`config.mk`:
```
export PLATFORM = sky130hd
export DESIGN_NAME = mano_bus_sequencer_flat
export DESIGN_NICKNAME = d
export VERILOG_FILES = /design/src/rtl/mano_bus_sequencer_if.sv /design/src/rtl/mano_bus_sequencer.sv /design/src/flat_wrapper.sv
export SDC_FILE = /design/constraint.sdc
export NUM_CORES = 1
export LEC_CHECK = 0
export ABC_AREA = 1
export BUFFER_PORTS_ARGS = -buffer_cell sky130_fd_sc_hd__buf_2
export CORE_UTILIZATION = 40
export CTS_BUF_LIST = sky130_fd_sc_hd__clkbuf_2
export CTS_CLUSTER_SIZE = 14
export DETAILED_ROUTE_END_ITERATION = 8
export HOLD_SLACK_MARGIN = 0.02
export PLACE_DENSITY_LB_ADDON = 0.25
export SLEW_MARGIN = 5
export SYNTH_ARGS = -nofsm -noshare
export SYNTH_HDL_FRONTEND = slang
export SYNTH_SLANG_ARGS = --single-unit
```
`constraint.sdc`:
```
create_clock -name clk -period 3.3 [get_ports clk]
set_clock_uncertainty 0.2 [all_clocks]
set_input_delay 0.66 -clock clk [delete_from_list [all_inputs] [get_ports clk]]
set_output_delay 0.66 -clock clk [all_outputs]
set_load 0.02 [all_outputs]
```
`src/rtl/mano_bus_sequencer_if.sv`:
```
// Bundle of run control, IR input, execute handshake and bus-control outputs
// shared between the fetch/decode sequencer and the datapath/execute logic.
interface mano_bus_sequencer_if;
  logic        start;
  logic [15:0] ir_i;
  logic        exec_done;
  logic        halt;
  logic [7:0]  bus_sel;
  logic        ld_ar;
  logic        ld_ir;
  logic        inr_pc;
  logic        i_flag;
  logic [7:0]  d;
  logic [3:0]  sc;
  logic [15:0] t_state;
  logic        exec_req;
  logic        overrun;
  logic        halted;

  modport master (
    input  start, ir_i, exec_done, halt,
    output bus_sel, ld_ar, ld_ir, inr_pc, i_flag, d, sc, t_state,
           exec_req, overrun, halted
  );

  modport slave (
    output start, ir_i, exec_done, halt,
    input  bus_sel, ld_ar, ld_ir, inr_pc, i_flag, d, sc, t_state,
           exec_req, overrun, halted
  );
endinterface

```
`src/rtl/mano_bus_sequencer.sv`:
```
// Mano basic-computer fetch/decode/indirect sequencer. Owns SC and T0-T15 and
// requests bus sources; execution is delegated through exec_req/exec_done.
module mano_bus_sequencer (
  input logic                  clk,
  input logic                  rst_n,
  mano_bus_sequencer_if.master bus
);

  typedef enum logic [2:0] {IDLE, T0, T1, T2, T3, EXEC} state_t;

  state_t      state_reg, state_next;
  logic [3:0]  sc_reg, sc_next;
  logic        i_flag_reg;
  logic [7:0]  d_reg, d_dec;
  logic        overrun_reg, overrun_next;
  logic        halted_reg, halted_next;
  logic [7:0]  bus_sel_c;
  logic        ld_ar_c, ld_ir_c, inr_pc_c, exec_req_c;
  logic [15:0] t_state_c;

  generate
    for (genvar gi = 0; gi < 8; gi++) begin : g_dec
      assign d_dec[gi] = (bus.ir_i[14:12] == 3'(gi));
    end
    for (genvar gi = 0; gi < 16; gi++) begin : g_tstate
      assign t_state_c[gi] = (state_reg != IDLE) && (sc_reg == 4'(gi));
    end
  endgenerate

  always_ff @(posedge clk or negedge rst_n) begin
    if (!rst_n) begin
      state_reg   <= IDLE;
      sc_reg      <= 4'd0;
      i_flag_reg  <= 1'b0;
      d_reg       <= 8'h00;
      overrun_reg <= 1'b0;
      halted_reg  <= 1'b0;
    end else begin
      state_reg   <= state_next;
      sc_reg      <= sc_next;
      overrun_reg <= overrun_next;
      halted_reg  <= halted_next;
      if (state_reg == T2) begin
        i_flag_reg <= bus.ir_i[15];
        d_reg      <= d_dec;
      end
    end
  end

  always_comb begin
    state_next   = state_reg;
    sc_next      = sc_reg;
    overrun_next = overrun_reg;
    halted_next  = halted_reg;
    bus_sel_c    = 8'h01;
    ld_ar_c      = 1'b0;
    ld_ir_c      = 1'b0;
    inr_pc_c     = 1'b0;
    exec_req_c   = 1'b0;

    case (state_reg)
      IDLE: begin
        sc_next = 4'd0;
        if (bus.start && !halted_reg) begin
          state_next   = T0;
          overrun_next = 1'b0;
        end
      end
      T0: begin
        bus_sel_c  = 8'h04;
        ld_ar_c    = 1'b1;
        state_next = T1;
        sc_next    = 4'd1;
      end
      T1: begin
        bus_sel_c  = 8'h80;
        ld_ir_c    = 1'b1;
        inr_pc_c   = 1'b1;
        state_next = T2;
        sc_next    = 4'd2;
      end
      T2: begin
        bus_sel_c  = 8'h20;
        ld_ar_c    = 1'b1;
        state_next = T3;
        sc_next    = 4'd3;
      end
      T3: begin
        // Opcode 7 is register/IO reference, so I does not mean indirect there
        if (!d_reg[7] && i_flag_reg) begin
          bus_sel_c = 8'h80;
          ld_ar_c   = 1'b1;
        end
        exec_req_c = 1'b1;
        state_next = EXEC;
        sc_next    = 4'd4;
      end
      EXEC: begin
        exec_req_c = 1'b1;
        if (sc_reg == 4'd15) overrun_next = 1'b1;
        else                 sc_next      = sc_reg + 4'd1;
      end
      default: state_next = IDLE;
    endcase

    // An accepted completion overrides the T3/EXEC progression above
    if (exec_req_c && bus.exec_done) begin
      sc_next      = 4'd0;
      overrun_next = overrun_reg;
      if (bus.halt) begin
        state_next  = IDLE;
        halted_next = 1'b1;
      end else if (bus.start) begin
        state_next   = T0;
        overrun_next = 1'b0;
      end else begin
        state_next = IDLE;
      end
    end
  end

  assign bus.bus_sel  = bus_sel_c;
  assign bus.ld_ar    = ld_ar_c;
  assign bus.ld_ir    = ld_ir_c;
  assign bus.inr_pc   = inr_pc_c;
  assign bus.i_flag   = i_flag_reg;
  assign bus.d        = d_reg;
  assign bus.sc       = sc_reg;
  assign bus.t_state  = t_state_c;
  assign bus.exec_req = exec_req_c;
  assign bus.overrun  = overrun_reg;
  assign bus.halted   = halted_reg;

endmodule
```
`src/flat_wrapper.sv`:
```
// flat-port wrapper written by rule: the top's interface ports become plain ports
module mano_bus_sequencer_flat 
  (clk, rst_n, bus_start, bus_ir_i, bus_exec_done, bus_halt, bus_bus_sel, bus_ld_ar, bus_ld_ir, bus_inr_pc, bus_i_flag, bus_d, bus_sc, bus_t_state, bus_exec_req, bus_overrun, bus_halted);
  mano_bus_sequencer_if bus_i ();
  input logic clk;
  input logic rst_n;
  input wire logic [$bits(bus_i.start)-1:0] bus_start;
  input wire logic [$bits(bus_i.ir_i)-1:0] bus_ir_i;
  input wire logic [$bits(bus_i.exec_done)-1:0] bus_exec_done;
  input wire logic [$bits(bus_i.halt)-1:0] bus_halt;
  output wire logic [$bits(bus_i.bus_sel)-1:0] bus_bus_sel;
  output wire logic [$bits(bus_i.ld_ar)-1:0] bus_ld_ar;
  output wire logic [$bits(bus_i.ld_ir)-1:0] bus_ld_ir;
  output wire logic [$bits(bus_i.inr_pc)-1:0] bus_inr_pc;
  output wire logic [$bits(bus_i.i_flag)-1:0] bus_i_flag;
  output wire logic [$bits(bus_i.d)-1:0] bus_d;
  output wire logic [$bits(bus_i.sc)-1:0] bus_sc;
  output wire logic [$bits(bus_i.t_state)-1:0] bus_t_state;
  output wire logic [$bits(bus_i.exec_req)-1:0] bus_exec_req;
  output wire logic [$bits(bus_i.overrun)-1:0] bus_overrun;
  output wire logic [$bits(bus_i.halted)-1:0] bus_halted;
  assign bus_i.start = bus_start;
  assign bus_i.ir_i = bus_ir_i;
  assign bus_i.exec_done = bus_exec_done;
  assign bus_i.halt = bus_halt;
  assign bus_bus_sel = bus_i.bus_sel;
  assign bus_ld_ar = bus_i.ld_ar;
  assign bus_ld_ir = bus_i.ld_ir;
  assign bus_inr_pc = bus_i.inr_pc;
  assign bus_i_flag = bus_i.i_flag;
  assign bus_d = bus_i.d;
  assign bus_sc = bus_i.sc;
  assign bus_t_state = bus_i.t_state;
  assign bus_exec_req = bus_i.exec_req;
  assign bus_overrun = bus_i.overrun;
  assign bus_halted = bus_i.halted;
  mano_bus_sequencer u_core (.clk(clk), .rst_n(rst_n), .bus(bus_i));
endmodule
```
==> results.cfg <==
[detailed_routing]
met2_length_um = 1181
first_iter_violations = 68
vias_per_cell = 5.021
vias = 1170
wire_per_inst_um = 11.05
top_layer = met4
route.detailed.drc = 0
wl_met1_um = 1199
routed-wl-met3_um = 154
wl_um = 2574
antenna_left = 0
drtPass1Iterations = 4

[timing]
grt_setup_unrepaired = no
finalHoldViolCount = 0
setup_tns_ns = 0
max_clock_freq_mhz = 388.0
timing.final.ws_setup_ns = 0.7228
setup_viol = 0
fin_crit_sh_pct = 78.10
fin_crit_ns = 2.577
slew_violations = 0

[cells_and_area]
mostFrequentLayoutCell = buf_2
layout_common_cells = buf_2, nand2_1, nor2_1
diodes = 0
final_util_pct = 51.72
finalNonFillerCells = 233
n_fill_cell = 283
drive_gt1_share_pct = 29.70
final_nets = 231
largest_reg_flops = 8
area_growth_pct = 21.93

[clocking]
cts_buffers = 3
post_cts_buffers = 0
cts.clk_slew.worst_paths_ns = 0.18
cts_sinks = 18
cts.repair.resized = 0
postCtsHoldBufs = 0
clk_latency_ns = 0.30
cts_root_buffer = clkbuf_2
cts_tree = built
clk_path_buf_depth = 2
htreeDepth = 1

[power]
sw_frac_of_total_pct = 24.99
sequentialPowerShare_pct = 66.0
p_leak_uw = 0.0008464
power_density_nw_per_um2 = 234.5
clkPwrFrac_pct = 28.7
power_frac_comb_pct = 5.3
p_int_uw = 250.9
power_switching_uw = 83.58
p_total_uw = 334.5
vdd_drop_max_uv = 233.0

[floorplanning]
die_y_um = 56.08
io_pins = 64
die_w_um = 56.08
initial_core_util_pct = 42.42
coreArea_um2 = 2758
die-area_um2 = 3145
rows = 19

[yosys]
synth_fa_ha_area_share_pct = 7.487
synth_compound_area_share_pct = 11.12
ys_ff_latch = 18
yosysTopAreaCellShare_pct = 38.50
synthMuxAreaShare_pct = 0
yosys.cell_types.count = 24
synth_warnings = 0
syn_area_um2 = 1170
synth_top_cell_by_area = dfrtp_1
yosysSeqAreaShare_pct = 38.50
synth.avg_cell_area_um2 = 7.548
yosys.area_share.simple_pct = 31.02
synth_area_leaders = dfrtp_1, nand2_1, ha_1
synth_top_family_by_area = simple AND/OR/NAND/NOR gates
synthCells = 155
synth-xor-area-share_pct = 0.7487

[grt]
overflow = 0
antenna_found_initial = 0
first_global_vias = 1010
grt_pass1_wl_um = 4429
track_usage_pct = 17.48
grt_start_max_net_pins = 19

[hold_path]
hold_class = input port to asynchronous set/reset pin

[critical_path]
r2r.worst_path.cells = 8
critPathRequiredTime_ns = 2.44
crit_chain = inv_2, nand3_2, nand2_1, inv_1, nand2_1, buf_2
critPathKind = flop to output port
arrival_ns = 1.72
regToRegSetupSlack_ns = 1.31
r2r-start = u_core.state_reg[2]
cp_slowest_cell = dfrtp_1
crit_fanout = 18
cpPeakStageDelay_ns = 0.54
critical_path.most_common_cell = nand2_1
end_kind = output port
timing.rr.end = u_core.bus.sc[2]
start_kind = flop

[placement]
finalWeightedCongestion = 0.8641
portBuffers = 47
pre_cts_slack_ns = 1.099
placed_cells = 229
detailed_place_hpwl_um = 1972

[status]
status = finished, final reports clean

[run]
cap_violations = 0
-- layer usage --
layer,track usage [%],vias up
met1,24.33,537
met4,7.317,0
met3,1.628,5
met5,0,-
met2,27.89,40
li1,-,588
-- cells by family after synthesis --
kind of cell / count (synthesis)
compound gates: 17
xor+xnor: 1
fa+ha+maj: 7
buf+inv: 28
flops: 18
other cells: 1
simple gates: 83
-- through the flow --
stage                     cell area, um^2  hold WS (ns)
after floorplan                      1181        0.1644
after detailed placement             1408        0.2622
after global routing                 1426       0.06426
after CTS                            1426       0.06208
final                                1426       0.04203
after global placement               1408        0.2578
-- how the worst max path moves through the flow --
stage | start | end | depth (start not counted)
after floorplan | u_core.state_reg[2] | bus_bus_sel[7] | 3
after global placement | u_core.state_reg[2] | bus_ld_ar | 6
after detailed placement | u_core.state_reg[2] | bus_ld_ar | 6
after CTS | u_core.state_reg[2] | bus_ld_ar | 6
after global routing | u_core.state_reg[2] | bus_ld_ar | 6
final | u_core.state_reg[2] | bus_ld_ar | 6
-- cells in the mapped netlist (all sizes together) --
cell / n
xnor2: 1
a21o: 1
inv: 21
nor3: 1
nand3b: 1
o41ai: 7
nand3: 13
dfrtp: 18
a21oi: 3
o21a: 1
a31oi: 2
buf: 7
nor2: 22
nand2: 43
conb: 1
ha: 7
nand4: 3
o21ai: 3
-- cell type report --
class | instances | area [um^2] | share of cell area (%)
multi-input cells | 112 | 604.3 | 42.37
flip-flops and latches | 18 | 450.4 | 31.58
repair buffers | 47 | 235.2 | 16.49
inverters | 21 | 78.83 | 5.526
well taps | 31 | 38.79 | 2.719
clock buffers | 3 | 15.01 | 1.053
clock inverters | 1 | 3.754 | 0.2632
-- critical path, delay by kind of cell, from the launching register on --
kind	cells	cell delay [ns]
buffers and inverters	3	0.38
AND/OR/NAND/NOR	3	0.49
flip-flops	1	0.54
-- power groups by stage --
stage                     clock [uW]  combinational [uW]  sequential (uW)
final                           95.9                17.8              221
after global routing             105                19.8              221
after CTS                       97.8                17.9              221
after detailed placement           0                17.9              225
after global placement             0                17.7              225
after floorplan                    0                9.41              225
Power figures use the tool's default switching activity.
